--- src/rtl/mole_scheduler.sv ---
// Round sequencer for the whack-a-mole game: fetches a pattern from the rng,
// lights it for a fixed window, scores switch hits and counts misses and
// wrong hits over NUM_ROUNDS rounds.
module mole_scheduler #(
    parameter int NUM_LEDS   = 18,
    parameter int TICK_DIV   = 50000,
    parameter int MOLE_TICKS = 1000,
    parameter int GAP_TICKS  = 250,
    parameter int NUM_ROUNDS = 30,
    parameter int RNG_WAIT   = 2
) (
    input  logic                clk,
    input  logic                reset,
    input  logic                start,
    input  logic [NUM_LEDS-1:0] rng_value,
    output logic                rng_change,
    input  logic [NUM_LEDS-1:0] switches,
    output logic [NUM_LEDS-1:0] leds,
    output logic [11:0]         score,
    output logic [11:0]         misses,
    output logic [11:0]         wrong_hits,
    output logic [7:0]          round_num,
    output logic                busy,
    output logic                game_over
);

    localparam int PW = (TICK_DIV > 1) ? $clog2(TICK_DIV) : 1;
    localparam int TMAX = (MOLE_TICKS > GAP_TICKS) ? MOLE_TICKS : GAP_TICKS;
    localparam int TW = (TMAX > 1) ? $clog2(TMAX) : 1;
    localparam int WW = (RNG_WAIT > 1) ? $clog2(RNG_WAIT) : 1;

    localparam logic [PW-1:0] PRESC_LAST = PW'(TICK_DIV - 1);
    localparam logic [TW-1:0] MOLE_LAST  = TW'(MOLE_TICKS - 1);
    localparam logic [TW-1:0] GAP_LAST   = TW'(GAP_TICKS - 1);
    localparam logic [WW-1:0] WAIT_LAST  = WW'(RNG_WAIT - 1);
    localparam logic [7:0]    LAST_ROUND = 8'(NUM_ROUNDS);

    typedef enum logic [2:0] {
        IDLE = 3'd0,
        REQ  = 3'd1,
        WAIT = 3'd2,
        LOAD = 3'd3,
        SHOW = 3'd4,
        GAP  = 3'd5,
        DONE = 3'd6
    } state_t;

    // Number of set bits, widened to the counter width
    function automatic logic [11:0] popcount(input logic [NUM_LEDS-1:0] v);
        logic [11:0] c;
        c = 12'd0;
        for (int i = 0; i < NUM_LEDS; i++) begin
            c = c + {11'd0, v[i]};
        end
        return c;
    endfunction

    // Counter addition that sticks at 4095 instead of wrapping
    function automatic logic [11:0] sat_add(input logic [11:0] a, input logic [11:0] b);
        logic [12:0] s;
        s = {1'b0, a} + {1'b0, b};
        return s[12] ? 12'hFFF : s[11:0];
    endfunction

    state_t              state_r, state_next_s;
    logic                start_prev_r;
    logic [NUM_LEDS-1:0] sw_prev_r;
    logic [PW-1:0]       presc_r, presc_next_s;
    logic [TW-1:0]       tick_cnt_r, tick_cnt_next_s;
    logic [WW-1:0]       wait_cnt_r, wait_cnt_next_s;

    logic [NUM_LEDS-1:0] leds_r, leds_next_s;
    logic [11:0]         score_r, score_next_s;
    logic [11:0]         misses_r, misses_next_s;
    logic [11:0]         wrong_r, wrong_next_s;
    logic [7:0]          round_r, round_next_s;
    logic                rng_change_r, busy_r, game_over_r;

    logic                start_edge_s;
    logic [NUM_LEDS-1:0] sw_edge_s, hit_s, wrong_hit_s, leds_after_s;
    logic                timed_s, tick_s, mole_expire_s, gap_expire_s;

    assign start_edge_s  = start & ~start_prev_r;
    assign sw_edge_s     = switches & ~sw_prev_r;
    assign hit_s         = sw_edge_s & leds_r;
    assign wrong_hit_s   = sw_edge_s & ~leds_r;
    assign leds_after_s  = leds_r & ~hit_s;
    assign timed_s       = (state_r == SHOW) || (state_r == GAP);
    assign tick_s        = timed_s && (presc_r == PRESC_LAST);
    assign mole_expire_s = tick_s && (tick_cnt_r == MOLE_LAST);
    assign gap_expire_s  = tick_s && (tick_cnt_r == GAP_LAST);

    // Next-state, counter and output computation for the round sequencer
    always_comb begin
        state_next_s  = state_r;
        leds_next_s   = leds_r;
        score_next_s  = score_r;
        misses_next_s = misses_r;
        wrong_next_s  = wrong_r;
        round_next_s  = round_r;
        case (state_r)
            IDLE, DONE: begin
                if (start_edge_s) begin
                    score_next_s  = 12'd0;
                    misses_next_s = 12'd0;
                    wrong_next_s  = 12'd0;
                    round_next_s  = 8'd1;
                    state_next_s  = REQ;
                end else begin
                    state_next_s = state_r;
                end
            end
            REQ: begin
                state_next_s = WAIT;
            end
            WAIT: begin
                if (wait_cnt_r == WAIT_LAST) begin
                    state_next_s = LOAD;
                end else begin
                    state_next_s = WAIT;
                end
            end
            LOAD: begin
                if (rng_value == {NUM_LEDS{1'b0}}) begin
                    leds_next_s = {{(NUM_LEDS-1){1'b0}}, 1'b1};
                end else begin
                    leds_next_s = rng_value;
                end
                state_next_s = SHOW;
            end
            SHOW: begin
                score_next_s = sat_add(score_r, popcount(hit_s));
                wrong_next_s = sat_add(wrong_r, popcount(wrong_hit_s));
                if (leds_after_s == {NUM_LEDS{1'b0}}) begin
                    leds_next_s  = {NUM_LEDS{1'b0}};
                    state_next_s = GAP;
                end else if (mole_expire_s) begin
                    misses_next_s = sat_add(misses_r, popcount(leds_after_s));
                    leds_next_s   = {NUM_LEDS{1'b0}};
                    state_next_s  = GAP;
                end else begin
                    leds_next_s = leds_after_s;
                end
            end
            GAP: begin
                leds_next_s  = {NUM_LEDS{1'b0}};
                wrong_next_s = sat_add(wrong_r, popcount(sw_edge_s));
                if (gap_expire_s) begin
                    if (round_r == LAST_ROUND) begin
                        state_next_s = DONE;
                    end else begin
                        round_next_s = round_r + 8'd1;
                        state_next_s = REQ;
                    end
                end else begin
                    state_next_s = GAP;
                end
            end
            default: begin
                leds_next_s  = {NUM_LEDS{1'b0}};
                state_next_s = IDLE;
            end
        endcase

        // Prescaler and tick counter restart whenever a timed state is (re)entered
        if (timed_s && (state_next_s == state_r)) begin
            presc_next_s = tick_s ? {PW{1'b0}} : presc_r + {{(PW-1){1'b0}}, 1'b1};
            tick_cnt_next_s = tick_s ? tick_cnt_r + {{(TW-1){1'b0}}, 1'b1} : tick_cnt_r;
        end else begin
            presc_next_s    = {PW{1'b0}};
            tick_cnt_next_s = {TW{1'b0}};
        end

        if ((state_r == WAIT) && (state_next_s == WAIT)) begin
            wait_cnt_next_s = wait_cnt_r + {{(WW-1){1'b0}}, 1'b1};
        end else begin
            wait_cnt_next_s = {WW{1'b0}};
        end
    end

    // State, edge history, timers and registered outputs with synchronous reset
    always_ff @(posedge clk) begin
        if (!reset) begin
            state_r      <= IDLE;
            start_prev_r <= 1'b0;
            sw_prev_r    <= {NUM_LEDS{1'b0}};
            presc_r      <= {PW{1'b0}};
            tick_cnt_r   <= {TW{1'b0}};
            wait_cnt_r   <= {WW{1'b0}};
            leds_r       <= {NUM_LEDS{1'b0}};
            score_r      <= 12'd0;
            misses_r     <= 12'd0;
            wrong_r      <= 12'd0;
            round_r      <= 8'd0;
            rng_change_r <= 1'b0;
            busy_r       <= 1'b0;
            game_over_r  <= 1'b0;
        end else begin
            state_r      <= state_next_s;
            start_prev_r <= start;
            sw_prev_r    <= switches;
            presc_r      <= presc_next_s;
            tick_cnt_r   <= tick_cnt_next_s;
            wait_cnt_r   <= wait_cnt_next_s;
            leds_r       <= leds_next_s;
            score_r      <= score_next_s;
            misses_r     <= misses_next_s;
            wrong_r      <= wrong_next_s;
            round_r      <= round_next_s;
            rng_change_r <= (state_next_s == REQ);
            busy_r       <= (state_next_s != IDLE) && (state_next_s != DONE);
            game_over_r  <= (state_next_s == DONE);
        end
    end

    assign leds       = leds_r;
    assign score      = score_r;
    assign misses     = misses_r;
    assign wrong_hits = wrong_r;
    assign round_num  = round_r;
    assign rng_change = rng_change_r;
    assign busy       = busy_r;
    assign game_over  = game_over_r;

endmodule
--- config.mk ---
export PLATFORM = sky130hd
export DESIGN_NAME = mole_scheduler
export DESIGN_NICKNAME = d
export VERILOG_FILES = /design/src/rtl/mole_scheduler.sv
export SDC_FILE = /design/constraint.sdc
export NUM_CORES = 1
export LEC_CHECK = 0
export BUFFER_PORTS_ARGS = -buffer_cell sky130_fd_sc_hd__buf_2
export CAP_MARGIN = 30
export CORE_ASPECT_RATIO = 1.4
export CORE_MARGIN = 5
export CORE_UTILIZATION = 38
export DETAILED_ROUTE_END_ITERATION = 10
export PLACE_DENSITY = 0.56
export SLEW_MARGIN = 20
export SYNTH_ARGS = -nofsm -noshare
export SYNTH_HDL_FRONTEND = slang
export SYNTH_SLANG_ARGS = --single-unit
--- constraint.sdc ---
create_clock -name clk -period 6.8 [get_ports clk]
set_input_delay 1.36 -clock clk [delete_from_list [all_inputs] [get_ports clk]]
set_output_delay 1.36 -clock clk [all_outputs]
set_load 0.01 [all_outputs]
; ---- Word-level counts from Yosys, hierarchy flattened
; Index checks and enable logic that the tools add are counted.
[word_totals]
inputBits = 39
out_inout_bits = 65
wordCells = 169
register_bits = 114
[classes]
eq_ne = 20
muxes = 25
bitwise_logic = 11
reduce_logical = 23
addsub = 76
[op_table]
columns = cell, n
row1 = 12-bit by 1-bit adder with 12-bit output, 24
row2 = 12-bit two-way mux, 7
row3 = 18-bit bitwise AND, 4
row4 = 18-bit two-way mux, 3
row5 = 18-bit NOT, 3
row6 = 18-bit case mux with 3 select lines, 1
row7 = 12-bit by 12-bit adder with 13-bit output, 4
row8 = 11-bit by 1-bit adder with 12-bit output, 4
row9 = 12-bit case mux with 2 select lines, 2
row10 = 10-bit by 1-bit adder with 11-bit output, 4
row11 = 9-bit by 1-bit adder with 10-bit output, 4
row12 = 8-bit by 1-bit adder with 9-bit output, 4
row13 = 18-bit logical NOT, 2
row14 = 12-bit case mux with 3 select lines, 1
row15 = 7-bit by 1-bit adder with 8-bit output, 4
row16 = 6-bit by 1-bit adder with 7-bit output, 4
row17 = 5-bit by 1-bit adder with 6-bit output, 4
row18 = 8-bit two-way mux, 3
row19 = 4-bit by 1-bit adder with 5-bit output, 4
row20 = 3-bit case mux with 6 select lines, 1
row21 = 16-bit by 1-bit adder with 16-bit output (second input constant), 1
row22 = 3-bit by 1-bit adder with 4-bit output, 4
row23 = 16-bit == test (second input constant), 1
row24 = 8-bit case mux with 2 select lines, 1
row25 = other kinds (28), 61

; ---- Depth between registers and ports, before layout
; Gate-level depths: netlist of the first run.
[depth]
ltp_word = 27
mapped_depth = 20
depth_no_buf = 20

; ---- Worst setup path after synthesis of the first run
; No wires, ideal clock.
[synth_path]
path_kind = input-to-reg
start = input switches[10]
end = register wrong_r[7], in the netlist wrong_hits[7]
setup_time_ns = 0.137
slack_ns = 0.066
arrival_ns = 6.598
t_required_ns = 6.663
n_path_buf = 0
path_stages = 18
path_cell_list = nand2b_1 > or2_2 > fa_1 > inv_1 > fa_1 > inv_1 > fa_1 > fa_1 > inv_1 > fa_1 > fa_1 > fa_1 > a211oi_1 > o21bai_1 > a21oi_1 > nor2_1 > o311ai_0 > o32ai_1
[synth_via]
elab_chain_cells = 13
word_cells_on_any_way = 23
classes_between = 18 x add/sub / 3 x mux / 2 x bitwise
[synth_lines]
columns = item, line
row1 = "start, declared", 17  ; input logic [NUM_LEDS-1:0] switches,
row2 = 18-bit bitwise AND (*), 84  ; assign sw_edge_s = switches & ~sw_prev_r;
row3 = 18-bit bitwise AND, 86  ; assign wrong_hit_s = sw_edge_s & ~leds_r;
row4 = 10-bit by 1-bit adder with 11-bit output, 53  ; c = c + {11'd0, v[i]};
row5 = 11-bit by 1-bit adder with 12-bit output, 53
row6 = 12-bit by 1-bit adder with 12-bit output (6 in series), 53
row7 = 12-bit by 12-bit adder with 13-bit output, 61  ; s = {1'b0, a} + {1'b0, b};
row8 = 12-bit two-way mux, 62  ; return s[12] ? 12'hFFF : s[11:0];
row9 = 12-bit case mux with 3 select lines (*), 101  ; case (state_r)
row10 = "end signal, assigned", 208  ; wrong_r <= wrong_next_s;
row11 = "end, declared", 75  ; logic [11:0] wrong_r, wrong_next_s;
; Mark *: on every way between the ends. The rest lies on a longest branch, timed or not.
; A chain may end at the register's enable or synchronous reset.

; ---- Final worst setup path of the first run
[layout_path]
start = input switches[10]
end = register wrong_r[3], in the netlist wrong_hits[3]
; Same word-level chain as after synthesis.

==> results of run 1 <==
[layout make-up]
cell class	instances	area (sq um)	share of cell area (%)
Sequential cell	114	2280	24.0
Clock inverter	9	175	1.84
Tap cell	260	325	3.42
Timing Repair Buffer	120	647	6.79
Clock buffer	23	488	5.12
Multi-Input combinational cell	704	5320	55.9
Inverter	75	282	2.96
[worst paths after layout]
| path | end | depth (start not counted) |
|---|---|---|
| max reg2reg | wrong_hits[3]$_SDFFE_PN0P_ | 19 |
| min | wait_cnt_r$_SDFF_PN0_ | 1 |
| min reg2reg | wait_cnt_r$_SDFF_PN0_ | 1 |
| max | wrong_hits[3]$_SDFFE_PN0P_ | 20 |
[through the flow]
step                power, mW  area (sq um)  utilization, %
finish                   2.23          9520            45.4
global route             2.35          9520            45.4
CTS                      2.26          9510            45.4
detailed placement       1.24          8850            42.2
global placement         1.23          8850            42.2
floorplan                1.09          8020               -
[cells in the final DEF (no fill, tap or decap), types with 6 or more instances in the layout]
cell type / n
sky130_fd_sc_hd__dfxtp_1: 114
sky130_fd_sc_hd__buf_2: 103
sky130_fd_sc_hd__nor2_1: 80
sky130_fd_sc_hd__inv_1: 74
sky130_fd_sc_hd__nand2_1: 59
sky130_fd_sc_hd__ha_1: 58
sky130_fd_sc_hd__a21oi_1: 57
sky130_fd_sc_hd__fa_1: 51
sky130_fd_sc_hd__o21ai_0: 38
sky130_fd_sc_hd__nand3_1: 33
sky130_fd_sc_hd__nand2b_1: 31
sky130_fd_sc_hd__and2_1: 28
sky130_fd_sc_hd__nand4_1: 27
sky130_fd_sc_hd__xor2_1: 21
sky130_fd_sc_hd__xnor2_1: 20
sky130_fd_sc_hd__nor3_1: 19
sky130_fd_sc_hd__a22oi_1: 19
sky130_fd_sc_hd__clkbuf_16: 17
sky130_fd_sc_hd__buf_4: 16
sky130_fd_sc_hd__nand3b_1: 15
sky130_fd_sc_hd__and3_1: 14
sky130_fd_sc_hd__a211oi_1: 12
sky130_fd_sc_hd__nor2b_1: 9
sky130_fd_sc_hd__nor4_1: 9
sky130_fd_sc_hd__a31oi_1: 9
sky130_fd_sc_hd__o21bai_1: 7
sky130_fd_sc_hd__or2_2: 6
sky130_fd_sc_hd__a21o_1: 6
sky130_fd_sc_hd__o21a_1: 6
sky130_fd_sc_hd__a311oi_1: 6
[power by group through the flow]
| stage | combinational [mW] | clock (mW) | sequential (mW) |
|---|---|---|---|
| 2_1_floorplan | 0.392 | 0 | 0.702 |
| 3_3_place_gp | 0.526 | 0 | 0.706 |
| 3_5_place_dp | 0.535 | 0 | 0.706 |
| 4_1_cts | 0.541 | 1.03 | 0.692 |
| 5_1_grt | 0.602 | 1.06 | 0.694 |
| 6_report | 0.532 | 1.01 | 0.692 |
[cells by family (layout without fill, tap and decap cells)]
logic type / count (synthesis) / in the layout / synth area share [%]
AO/OA/AOI/OAI: 198 / 198 / 16.2
XOR/XNOR: 41 / 41 / 4.48
adder cells (fa/ha/maj): 109 / 109 / 21.8
buffers and inverters: 105 / 227 / 5.21
flip-flops: 114 / 114 / 28.4
multiplexers: 2 / 2 / 0.265
AND/OR/NAND/NOR: 354 / 354 / 23.7
[critical path, stage by stage]
cell	delay [ps]
sky130_fd_sc_hd__buf_2	100
sky130_fd_sc_hd__nand2b_1	60
sky130_fd_sc_hd__or2_2	290
sky130_fd_sc_hd__fa_1	530
sky130_fd_sc_hd__inv_1	50
sky130_fd_sc_hd__fa_1	490
sky130_fd_sc_hd__inv_1	50
sky130_fd_sc_hd__fa_1	470
sky130_fd_sc_hd__fa_1	540
sky130_fd_sc_hd__inv_1	50
sky130_fd_sc_hd__fa_1	500
sky130_fd_sc_hd__fa_1	490
sky130_fd_sc_hd__fa_1	430
sky130_fd_sc_hd__a211oi_1	260
sky130_fd_sc_hd__o21bai_1	110
sky130_fd_sc_hd__a21oi_1	190
sky130_fd_sc_hd__nor2_1	130
sky130_fd_sc_hd__buf_4	170
sky130_fd_sc_hd__o21ai_0	150
sky130_fd_sc_hd__a31oi_1	100
[state kept, by name, indices dropped and copies added, names as in the netlist, 3 cells and up]
signal      count
state_r         3
leds           18
wrong_hits     12
score          12
round_num       8
tick_cnt_r     10
misses         12
sw_prev_r      18
presc_r        16
[metal layers]
metal  wire (microns)  global-route usage (%)  vias up  part of all wire (%)
met2            11500                    34.3      168                    50
met5                0                       0        -                     0
met3             1070                    4.55       40                   4.7
met1             9340                    22.0     3384                    41
li1                 -                       -     3469                     -
met4              954                    9.03        0                   4.2
==> results.md, run 1 <==
Status:
- The flow ran to the end, and the final reports show no timing, DRC or antenna violations.

Pwr:
- Per report_power, the combinational group accounts for 23.8% of the total.
- The worst-case IR drop observed on VDD is around 160 uV.
- Sequential cells account for 31.0% of the total power.
- The net switching share of the total power is 28.2%.
- The share of total power dissipated in the clock network is around 45%.
- The leakage power total is between 4 and 5 nW.
- The net switching power figure is 0.630 mW.
- For this design the ratio of total power to cell area is 234 mW/mm^2.
- Cell internal power was estimated by the tool at 1.60 mW.

Layout:
- The net total in the final layout is 1180.
- The total of fill cells in the finished design is 2106.
- The antenna diode count is 0.
- The fraction of final layout cells sized beyond drive strength 1 is 16.5%.
- The area growth from synthesis to layout is 18.7%.
- The number of standard cells in the layout, taps in and fillers out is 1305.

Timing:
- Setup repair after global routing left no endpoint under its margin.
- The share of the cycle needed by the critical path after routing is 92.3%.
- Setup violations remaining at the end of the flow were counted as 0.
- The remaining max-slew budget at the tightest pin is 35.3%.
- Setup slack on the critical path of the routed design comes to 523 ps.
- In the final timing run, aggregate negative setup slack is 0 ps.
- The clock skew after layout is around 10 ps.
- The actual transition at the worst max-transition pin is 969 ps.
- The number of failing hold endpoints at the final stage is 0.
- The final period demand of the worst path is 6280 ps.
- The achievable clock frequency is between 150 and 200 MHz.
- The number of max-slew violations in the final report came to 0.
- Final hold analysis gives a worst-case slack of 422 ps.

Global route:
- The largest net degree at the start of global routing is 41.
- The first global-routing pass estimated 37.4 mm of wire.
- The via count of the first global-routing pass is between 7k and 8k.
- The initial antenna violation count is 0.
- Global routing consumed, over all layers together, 19.4% of the routing resources.
- The final global-route overflow total is 0.

Drt:
- In the final routed layout, each cell accounts on average for 17.6 microns.
- The post-detailed-routing wire length is 22.9 mm.
- The vias after detailed routing is between 7k and 8k.
- The first routing iteration left 310 violations.
- Dividing the detail-routed via count by the number of cells gives 5.41.
- The number of design rule violations left after detail routing is 0.
- The number of nets with antenna violations after detailed routing is 0.
- For this run, the detailed router's first-pass iteration total came to 5.

Clock tree:
- The clock transition at the registers of the reported paths is around 50 ps.
- The post-CTS resize count is 0.
- The clock latency reported for the late side of the worst-skew pair is 420 ps.
- The H-tree depth is 4.
- The total CTS buffers is 17.
- The total setup buffers inserted after CTS is 0.
- After clock tree synthesis, the flow added hold-fix buffers numbering 0.
- No sink is reached through more buffers than the 2 on the longest clock path.
- The cell at the root of the clock tree is sky130_fd_sc_hd__clkbuf_16.
- TritonCTS built the clock tree.
- The tree built by TritonCTS fans out to roughly 110 sinks.

Logic synthesis:
- The post-synthesis net count is 1071.
- Counting instances in the post-synthesis netlist gives the leading cell types as 114 x sky130_fd_sc_hd__dfxtp_1, 80 x sky130_fd_sc_hd__nor2_1, 74 x sky130_fd_sc_hd__inv_1.
- The synthesized design spends more area on one cell type than any other, namely sky130_fd_sc_hd__dfxtp_1.
- The share of synthesized registers carrying an async set or reset is 0%.
- In this run, synthesis produced a sequential element count of 114.
- During synthesis, Yosys emitted a total of 0 warnings.
- Yosys attributes the largest share of cell area to sky130_fd_sc_hd__dfxtp_1 28%, sky130_fd_sc_hd__fa_1 13%, sky130_fd_sc_hd__ha_1 9.0%.
- The count of mapped cells out of synthesis is between 900 and 1k.
- The most common flop cell mapped by yosys is sky130_fd_sc_hd__dfxtp_1.
- The synthesized design contains 0 enable-type register cells.
- The fraction of the yosys area taken by sequential cells is 28.4%.
- The mapped netlist covers ~0.008 sq mm.
- The cell with the most instances after synthesis is sky130_fd_sc_hd__dfxtp_1.
- The number of distinct standard cells referenced by the synthesized netlist is 69.
- The top cell type's share of synthesized area is 28.4%.
- A synthesized cell averages 8.69 sq um.

Die:
- The floorplan step defined a die boundary enclosing around 0.024 sq mm.
- The number of top-level pins is 104.
- For this configuration, the core starts out at a cell density of 38.3%.
- The die span in x is 133 microns.
- Measured along the y axis, the die boundary spans 182 microns.
- The core region is ~0.021 sq mm.
- The row count is 63.

Setup path:
- Setup slack on the worst reg-to-reg path comes out at ~1200 ps.
- The startpoint identified for the worst register-to-register timing path is sw_prev_r[10]$_SDFF_PN0_.
- STA classifies the critical path endpoint as a flop.
- The data arrival time at the worst-slack endpoint is 6550 ps.
- The most critical setup path has its startpoint at switches[10].
- The worst setup path is launched from a primary input.
- By startpoint and endpoint, the worst setup path is classified as in -> reg.
- The maximum fanout along the worst path is 5.
- The data required time of the critical path is between 7000 and 8000 ps.

Placed design:
- At the end of routability-driven placement, the weighted congestion stood at 0.817.
- The instance count after placement with tap cells included is about 1.3k.
- Prior to clock tree synthesis, the placed netlist has a worst setup slack of 61.4 ps.
- Detailed placement finished with a half-perimeter wire length of 17.8 mm.
- The count of input and output buffers is 103.

Run:
- The max-cap violation count is 0.

Hold path:
- The min-delay analysis places its worst path in the category reg -> reg.
- The beginning of the worst hold path is wait_cnt_r$_SDFF_PN0_.
Note: power is estimated with default switching activity, not from simulation.
==> inputs of run 2 (changes only) <==
--- a/config.mk
+++ b/config.mk
@@ -7,11 +7,13 @@
 export LEC_CHECK = 0
 export BUFFER_PORTS_ARGS = -buffer_cell sky130_fd_sc_hd__buf_2
 export CAP_MARGIN = 30
+export CELL_PAD_IN_SITES_DETAIL_PLACEMENT = 1
+export CELL_PAD_IN_SITES_GLOBAL_PLACEMENT = 1
 export CORE_ASPECT_RATIO = 1.4
 export CORE_MARGIN = 5
 export CORE_UTILIZATION = 38
 export DETAILED_ROUTE_END_ITERATION = 10
-export PLACE_DENSITY = 0.56
+export PLACE_DENSITY = 0.72
 export SLEW_MARGIN = 20
 export SYNTH_ARGS = -nofsm -noshare
 export SYNTH_HDL_FRONTEND = slang
==> run 2 against run 1 <==
Register-to-register slack lost 120 ps. Largest power group unchanged. Clock skew grew 0.94 ps. Count of clock-buffer cells in the layout grew 3. Via count grew 3.9%.
==> results.md, run 2 (same netlist as run 1, synthesis figures left out) <==
Status:
- The flow ran to the end, and the final reports show no timing, DRC or antenna violations.

Global route:
- The via count of the first global-routing pass is 7973 (+11%).
- The global-route usage over all layers was 21.1% (+1.7 points).
- The initial antenna violation count came to 0 (unchanged).
- The global-route wire length before repair came to 40.7 mm (+8.7%).
- The largest net degree at the start of global routing is 38 (-7.3%).
- The final global-route overflow total was 0 (unchanged).

Die:
- The die span in x is 133 microns (unchanged).
- The overall die area is 0.0242 sq mm (unchanged).
- The area of the core is 0.0210 sq mm (unchanged).
- The row count is 63 (unchanged).
- The initial cell density of the core is 38.3% (unchanged).
- The vertical die dimension is 182 microns (unchanged).
- The number of top-level pins is 104 (unchanged).

Placed design:
- The post-placement setup slack is -28.1 ps (-89.5 ps).
- The HPWL reported at the end of detailed placement is 19.2 mm (+7.6%).
- The instance count after placement with tap cells included is 1276 (+0.31%).
- The final weighted congestion in routability-driven placement is 0.849 (+3.8%).
- The count of input and output buffers was 103 (unchanged).

Setup path:
- The data arrival time at the worst-slack endpoint came to 6740 ps (+190 ps).
- The endpoint identified for the worst register-to-register timing path is wrong_hits[8]$_SDFFE_PN0P_.
- The slowest stage of the critical path is the sky130_fd_sc_hd__fa_1 cell.
- Among cell families on the critical path, the largest total delay comes from adder cells.
- The reg-to-reg critical path startpoint is sw_prev_r[10]$_SDFF_PN0_.
- The number of buffers and inverters on the critical path is 5 (unchanged).
- The worst setup path is of the in -> reg kind.
- Counting stages on the worst path, the most repeated cell is sky130_fd_sc_hd__fa_1.
- Traced cell by cell, the critical path runs through buf_2, nand2b_1, or2_2, fa_1, inv_1, fa_1, inv_1, fa_1, fa_1, inv_1, fa_1, fa_1, fa_1, a211oi_1, o21bai_1, a21oi_1, buf_4, nand2_1, a41oi_1, nand2_1, o21ai_0.
- STA classifies the critical path startpoint as a primary input.
- The data required time of the critical path is 7140 ps (+60 ps).
- The worst setup path is captured at a flop.
- The worst-case reg-to-reg path depth is 20 (+1).
- The maximum fanout along the worst path is 7 (+2).
- The delay of the slowest cell on the worst path was 550 ps (about the same).
- The worst reg-to-reg setup slack was 1060 ps (-120 ps).

Pwr:
- The maximum VDD drop is 174 uV (+8.0%).
- The internal power contribution was 1.48 mW (-7.7%).
- The logic gate share of total power is 26.5% (+2.7 points).
- The fraction of power consumed by sequential logic was 32.6% (+1.6 points).
- The net switching power figure was 0.647 mW (+2.8%).
- The net switching share of the total power is 30.5% (+2.2 points).
- The total power divided by cell area is 225 mW/mm^2 (-4.0%).
- The clock power share came to 40.9% (-4.3 points).
- The leakage power total is 4.11 nW (-0.69%).

Hold path:
- The worst hold path terminates at wait_cnt_r$_SDFF_PN0_.
- The beginning of the worst hold path is wait_cnt_r$_SDFF_PN0_.
- The min-delay analysis places its worst path in the category reg -> reg.
- The depth of the worst hold-timing path is 1 (unchanged).

Timing:
- The actual transition at the worst max-transition pin is 1030 ps (+60.4 ps).
- The final-report setup violation count was 0 (unchanged).
- The achievable clock frequency was 156 MHz (-1.9%).
- The number of failing hold endpoints at the final stage is 0 (unchanged).
- The clock skew after layout is 10.9 ps (+0.940 ps).
- The remaining max-slew budget at the tightest pin is 31.3% (-4.0 points).
- The number of max-slew violations in the final report came to 0 (unchanged).
- The minimum setup slack in the final design is 402 ps (-121 ps).
- Setup repair after global routing left no endpoint under its margin.
- The share of the cycle needed by the critical path after routing is 94.1% (+1.8 points).
- The final period demand of the worst path is 6400 ps (+121 ps).

Drt:
- The number of DRC violations after detailed-routing iteration 0 is 264 (-15%).
- The number of design rule violations left after detail routing is 0 (unchanged).
- The detailed-route vias per instance came to 5.62 (+3.8%).
- The vias after detailed routing came to 7335 (+3.9%).
- The number of detailed-routing iterations run before antenna repair is 4 (-1).
- The number of nets with antenna violations after detailed routing is 0 (unchanged).
- The average wire per standard cell is 19.1 microns (+8.9%).
- The post-detailed-routing wire length is 25.0 mm (+9.0%).

Clock tree:
- The total number of clock tree sinks is 114 (unchanged).
- Clock tree synthesis selected as its root buffer the cell sky130_fd_sc_hd__clkbuf_16.
- The total CTS buffers was 17 (unchanged).
- TritonCTS built the clock tree.
- The clock transition at the registers of the reported paths came to 50 ps (about the same).
- The clock tree buffer depth came to 2 (unchanged).
- The total setup buffers inserted after CTS is 0 (unchanged).
- The quantity of hold-fixing buffers added after cts came to 0 (unchanged).
- The post-CTS resize count is 0 (unchanged).
- The H-tree depth came to 4 (unchanged).
- The clock latency reported for the late side of the worst-skew pair came to 420 ps (about the same).

Layout:
- The top cell types in the final layout, fill and taps aside, are 114 x sky130_fd_sc_hd__dfxtp_1, 103 x sky130_fd_sc_hd__buf_2, 80 x sky130_fd_sc_hd__nor2_1, 74 x sky130_fd_sc_hd__inv_1, 59 x sky130_fd_sc_hd__nand2_1.
- Leaving out fill and tap cells, the most frequent cell in the layout is sky130_fd_sc_hd__dfxtp_1.
- The area growth from synthesis to layout is 17.7%.
- The antenna diode count is 0 (unchanged).
- The total of fill cells in the finished design is 2552 (+21%).
- The fraction of final layout cells sized beyond drive strength 1 is 16.4% (about the same).
- The number of standard cells in the layout, taps in and fillers out is 1306 (+0.077%).
- The net total in the final layout is 1183 (+0.25%).

Run:
- The max-cap violation count came to 0 (unchanged).
[run 2: cell count changes in the layout (fill, tap and decap cells not counted), sizes merged]
| cell | delta |
|---|---|
| bufinv | -4 |
| buf | +3 |
| clkbuf | +3 |
| clkinvlp | -1 |
[run 2: worst max-delay path by stage]
stage                            start                    endpoint  slack [ps]  cells after the start
final                     switches[10]  wrong_hits[8]$_SDFFE_PN0P_         400                     21
after global routing      switches[10]  wrong_hits[8]$_SDFFE_PN0P_         140                     21
after CTS                 switches[10]  wrong_hits[8]$_SDFFE_PN0P_         410                     21
after detailed placement  switches[10]  wrong_hits[7]$_SDFFE_PN0P_         -30                     19
after global placement    switches[10]  wrong_hits[7]$_SDFFE_PN0P_         130                     19
after floorplan           switches[10]  wrong_hits[7]$_SDFFE_PN0P_          70                     18
[run 2: final cells by class]
type / instances / area [sq um] / share of cell area [%]
inverters: 75 / 282 / 2.98
well taps: 260 / 325 / 3.44
multi-input cells: 704 / 5320 / 56.4
repair buffers: 123 / 666 / 7.05
clock inverters: 4 / 47.5 / 0.503
flip-flops and latches: 114 / 2280 / 24.2
clock buffers: 26 / 519 / 5.50
[run 2: power groups by stage]
stage / combinational, mW / sequential (mW) / clock (mW)
3_3_place_gp: 0.532 / 0.706 / 0
5_1_grt: 0.634 / 0.694 / 0.915
2_1_floorplan: 0.392 / 0.702 / 0
3_5_place_dp: 0.555 / 0.706 / 0
4_1_cts: 0.572 / 0.692 / 0.885
6_report: 0.564 / 0.692 / 0.869
[run 2: worst register-to-register path: stages (launching register included)]
cell,delay [ps]
sky130_fd_sc_hd__dfxtp_1,300
sky130_fd_sc_hd__nand2b_1,140
sky130_fd_sc_hd__or2_2,290
sky130_fd_sc_hd__fa_1,550
sky130_fd_sc_hd__inv_1,60
sky130_fd_sc_hd__fa_1,490
sky130_fd_sc_hd__inv_1,60
sky130_fd_sc_hd__fa_1,460
sky130_fd_sc_hd__fa_1,550
sky130_fd_sc_hd__inv_1,60
sky130_fd_sc_hd__fa_1,500
sky130_fd_sc_hd__fa_1,490
sky130_fd_sc_hd__fa_1,440
sky130_fd_sc_hd__a211oi_1,290
sky130_fd_sc_hd__o21bai_1,120
sky130_fd_sc_hd__a21oi_1,220
sky130_fd_sc_hd__buf_4,190
sky130_fd_sc_hd__nand2_1,70
sky130_fd_sc_hd__a41oi_1,230
sky130_fd_sc_hd__nand2_1,70
sky130_fd_sc_hd__o21ai_0,70
[run 2: routing by layer]
metal,share of wire [%],vias to the layer above,track usage [%]
li1,-,3472,-
met1,38,3616,22.6
met2,52,189,39.0
met3,4.5,58,4.24
met4,4.7,0,10.5
met5,0,-,0
[run 2: through the flow]
stage	cell area (sq um)	hold WS (ps)	setup TNS [ps]	power, mW	util [%]
6_report	9440	430	0	2.12	45.0
5_1_grt	9440	439	0	2.24	45.0
4_1_cts	9440	434	0	2.15	45.0
3_5_place_dp	8880	422	-47.5	1.26	42.3
3_3_place_gp	8880	410	0	1.24	42.3
2_1_floorplan	8020	400	0	1.09	-
